File: src/rtl/ring_nic.sv
// PE-side network interface for a ring router: memory-mapped in/out buffers plus the send/ready link.
// Optional macro NIC_PKT_CNT_EN adds 32-bit tx/rx packet counters to the status registers.
module ring_nic #(
  parameter int PAC_WIDTH = 64
) (
  input  logic                 clk,
  input  logic                 reset,
  input  logic [1:0]           addr,
  input  logic [PAC_WIDTH-1:0] d_in,
  output logic [PAC_WIDTH-1:0] d_out,
  input  logic                 nicEn,
  input  logic                 nicWrEn,
  output logic                 net_so,
  input  logic                 net_ro,
  output logic [PAC_WIDTH-1:0] net_do,
  input  logic                 net_polarity,
  input  logic                 net_si,
  output logic                 net_ri,
  input  logic [PAC_WIDTH-1:0] net_di
);

  logic [PAC_WIDTH-1:0] out_buf_r;
  logic [PAC_WIDTH-1:0] in_buf_r;
  logic                 out_full_r;
  logic                 in_full_r;
  logic                 eligible_s;
  logic                 accept_s;
  logic                 rd_s;
  logic                 wr_s;
  logic [PAC_WIDTH-1:0] in_status_s;
  logic [PAC_WIDTH-1:0] out_status_s;

`ifdef NIC_PKT_CNT_EN
  logic [31:0] tx_cnt_r;
  logic [31:0] rx_cnt_r;
`endif

  // Link handshake, access decode and status word assembly.
  always_comb begin
    // The vc bit must match the inverted router polarity before a packet may leave.
    eligible_s = out_full_r && net_ro && (out_buf_r[PAC_WIDTH-1] == ~net_polarity);
    accept_s   = net_si && !in_full_r;
    rd_s       = nicEn && !nicWrEn;
    wr_s       = nicEn && nicWrEn && (addr == 2'b10);
    net_so     = eligible_s;
    net_ri     = ~in_full_r;
    if (eligible_s) begin
      net_do = out_buf_r;
    end else begin
      net_do = {PAC_WIDTH{1'b0}};
    end
`ifdef NIC_PKT_CNT_EN
    in_status_s  = {rx_cnt_r, {(PAC_WIDTH-33){1'b0}}, in_full_r};
    out_status_s = {tx_cnt_r, {(PAC_WIDTH-33){1'b0}}, out_full_r};
`else
    in_status_s  = {{(PAC_WIDTH-1){1'b0}}, in_full_r};
    out_status_s = {{(PAC_WIDTH-1){1'b0}}, out_full_r};
`endif
  end

  // Buffer state and registered PE read data.
  always_ff @(posedge clk) begin
    if (reset) begin
      out_buf_r  <= {PAC_WIDTH{1'b0}};
      out_full_r <= 1'b0;
      in_buf_r   <= {PAC_WIDTH{1'b0}};
      in_full_r  <= 1'b0;
      d_out      <= {PAC_WIDTH{1'b0}};
    end else begin
      // A completing injection blocks a same-cycle PE write since out_full was still set.
      if (eligible_s) begin
        out_full_r <= 1'b0;
      end else if (wr_s && !out_full_r) begin
        out_buf_r  <= d_in;
        out_full_r <= 1'b1;
      end
      // An arrival only happens while empty, so it can never race a clearing read.
      if (accept_s) begin
        in_buf_r  <= net_di;
        in_full_r <= 1'b1;
      end else if (rd_s && (addr == 2'b00)) begin
        in_full_r <= 1'b0;
      end
      if (rd_s) begin
        case (addr)
          2'b00:   d_out <= in_buf_r;
          2'b01:   d_out <= in_status_s;
          2'b10:   d_out <= {PAC_WIDTH{1'b0}};
          2'b11:   d_out <= out_status_s;
          default: d_out <= {PAC_WIDTH{1'b0}};
        endcase
      end
    end
  end

`ifdef NIC_PKT_CNT_EN
  // Wrapping packet counters for completed injections and accepted ejections.
  always_ff @(posedge clk) begin
    if (reset) begin
      tx_cnt_r <= 32'd0;
      rx_cnt_r <= 32'd0;
    end else begin
      if (eligible_s) begin
        tx_cnt_r <= tx_cnt_r + 32'd1;
      end
      if (accept_s) begin
        rx_cnt_r <= rx_cnt_r + 32'd1;
      end
    end
  end
`endif

endmodule
File: config.mk
export PLATFORM = sky130hd
export DESIGN_NAME = ring_nic
export DESIGN_NICKNAME = d
export VERILOG_FILES = /design/src/rtl/ring_nic.sv
export SDC_FILE = /design/constraint.sdc
export NUM_CORES = 1
export LEC_CHECK = 0
export CORE_MARGIN = 8
export CORE_UTILIZATION = 46
export CTS_CLUSTER_DIAMETER = 80
export CTS_CLUSTER_SIZE = 28
export DETAILED_ROUTE_END_ITERATION = 6
export GPL_TIMING_DRIVEN = 0
export PLACE_DENSITY = 0.88
export REMOVE_ABC_BUFFERS = 1
export SYNTH_ARGS = -nofsm -noshare
export SYNTH_HDL_FRONTEND = slang
export SYNTH_SLANG_ARGS = --single-unit
export TNS_END_PERCENT = 5
File: constraint.sdc
create_clock -name clk -period 1.6 [get_ports clk]
set_input_delay 0.32 -clock clk [delete_from_list [all_inputs] [get_ports clk]]
set_output_delay 0.32 -clock clk [all_outputs]
set_load 0.1 [all_outputs]
==> results.ini <==
[status]
status = finished with violations
violations = negative setup slack

[yosys]
ys_seq_area_share_pct = 49.6
synth.distinct_cells = 25
yosysTopAreaCell = dfxtp_1
syn_avg_cell_area_um2 = 9.15
syn_inst = 856
synthTopCellsByArea = dfxtp_1 50%, nand2b_1 10%, mux2i_1 8.3%
synth_top_area_share_pct = 49.6
synth-seq-cells = 194
ys.warnings.count = 0
syn_area_mm2 = 0.00783

[critical_path]
reg2reg_to = out_buf_r[4]
worst_setup_path_end_kind = primary output
cp_max_fo = 8
r2r_slack_ps = -90
crit_required_ps = 1280
start_kind = flop
reg2reg_from = out_full_r
startpoint = out_buf_r[63]
reg2reg_depth = 3
worstSetupPathType = reg2out
cp.arrival_ps = 1830
cp-endpoint = net_do[54]

[placement]
place_congestion = 0.749
place.port_buffers = 266
placed_area_mm2 = 0.0105
dpl_worst_slack_ps = -1540
place_hpwl_mm = 15.2

[clocking]
ctsRootBufferMaster = clkbuf_16
cts_inserted_buffers = 17
cts_buffer_depth = 2
htreeDepth = 4
cts_tree = built
clkSinkCount = 194
clk_pin_slew_ps = 70
clk-insertion-delay-late_ps = 430

[global_route]
track_usage_pct = 22.6
grt-ovfl-total = 0
grt_pass1_vias = 6937
grt_pass1_wl_mm = 39.1
antenna_found_initial = 0
grt_max_degree = 153

[detailed_routing]
wl_mm = 24.8
ant_nets = 0
firstDrtPassIters = 5
post_drt_via_cell_ratio = 5.13
avgRoutedWirePerCell_um = 18.7
via_count = 6803
drc = 0
drt_iter0_drc = 369

[timing]
slew_headroom_pct = 43.8
final-setup-viol-count = 105
finalClockSkew_ps = 7.71
drv_slew = 0
hold_viol_final = 0
setup_tns_ps = -34630
rsz0062_at_grt = true
post-route-period-util_pct = 134
worst_slack_ps = -547
min_period_ps = 2150
max_freq_ghz = 0.466
tightest_slew_ps = 841

[power]
power_density_mw_per_mm2 = 866
peakVddDrop_v = 0.000683
p_total_uw = 10200
p_leak_uw = 0.00461

[layout]
final_core_util_pct = 71.0
antenna_cells = 0
fin_area_mm2 = 0.0118
area_delta_synth_final_pct = 51.0
layout-drive-gt1-share_pct = 23.8
n_fill_cell = 1096
nNetsFinal = 1231

[job]
maxCapViolCount = 0

[floorplanning]
core.rowCount = 47
dieArea_mm2 = 0.0215
start_util_pct = 47.0
pin_count = 267
coreArea_mm2 = 0.0166
fp.dieH_um = 146
die-width_um = 146

[worst_hold_path]
hp-class = in2reg
worstHoldStart = net_si

power by group:
part	internal [uW]	switching [uW]
Clock	2080	2060
Combinational	532	520
Sequential	4970	77.3
logic make-up (layout without fill, tap and decap cells):
logic type	after synthesis	count (layout)	share of synthesized area [%]
multiplexers	65	65	8.31
buffers and inverters	71	322	5.88
AND/OR/NAND/NOR	394	394	25.6
AO/OA/AOI/OAI	131	131	10.5
flip-flops	194	194	49.6
XOR/XNOR	1	1	0.112
routing by layer:
layer,track usage (%),routed length (um)
met1,26.3,10200
met2,37.3,11700
met3,10.4,2600
met4,4.79,357
met5,0,0
final cells by class:
type / instances / area [um^2] / area share, %
sequential: 194 / 3890 / 32.9
clock buffer: 18 / 429 / 3.63
timing repair buffer: 289 / 3390 / 28.7
inverter: 1 / 3.75 / 0.0317
tap: 220 / 275 / 2.33
multi-input combinational: 591 / 3690 / 31.2
clock inverter: 14 / 144 / 1.22
flip-flops by register name, indices dropped and copies added, names as in the netlist:
| register | cells |
|---|---|
| d_out | 64 |
| out_full_r | 1 |
| out_buf_r | 64 |
| in_full_r | 1 |
| in_buf_r | 64 |
worst max-delay path, cell delays in order, from the launching register on:
cell and delay (ps):
dfxtp_2 350, xor2_2 170, and3_4 250, buf_12 140
clkbuf_16 170, and2_4 160, buf_12 170
layout by cell type, fill, tap and decap left out, types with 2 or more instances in the layout:
cell             netlist  final
a21oi_2                0      3
clkinv_8               0      2
inv_8                  0      5
clkinvlp_4             0      5
nor2_1                64     64
a21oi_1               64     61
clkbuf_16              0     18
a22oi_1               63     63
nand2b_1             130    128
buf_2                 42     63
buf_12                 5     74
clkdlybuf4s50_1        0    129
buf_16                 0      4
and2_4                 0     63
buf_4                  4      8
clkdlybuf4s15_1        0      2
buf_8                  0      3
nand2_1              130    130
dfxtp_2                0      3
clkbuf_2               0      2
mux2i_1               65     64
dfxtp_1              194    191
through the flow:
step                      hold WS (ps)  cells
final                              292   1327
after global routing               289   1327
after CTS                          362   1323
after detailed placement           446   1283
after global placement             441   1272
after floorplan                    389    786
synth_stat cells:
library cell	count
a31oi_1	1
a21boi_0	1
nand2_1	130
inv_1	1
nor4b_4	1
buf_4	4
a22oi_1	63
buf_6	6
or3b_1	1
xor2_1	1
o21ba_1	1
and3_1	1
nor2_1	64
nor2_2	1
buf_12	5
nand2b_1	130
nor2b_1	1
clkbuf_1	13
dfxtp_1	194
and2_1	64
a21oi_1	64
mux2i_1	65
a211oi_1	1
buf_2	42
nand4b_1	1
how the worst min path moves through the flow:
stage              endpoint  slack (ps)  cells after the start
4_1_cts           d_out[12]         360                      2
6_report          in_full_r         290                      3
3_5_place_dp   in_buf_r[36]         450                      2
3_3_place_gp   in_buf_r[48]         440                      2
5_1_grt           in_full_r         290                      3
2_1_floorplan   in_buf_r[0]         390                      1
what timing repair did:
item / 4_1_cts / 5_1_grt
hold buffers: 0 / 0
pin swaps: 27 / 17
setup endpoints to repair: 251 / 179
gates resized for setup: 983 / 17
setup buffers: 5 / 3
cloned: 3 / 1
(Power assumes the default switching activity.)
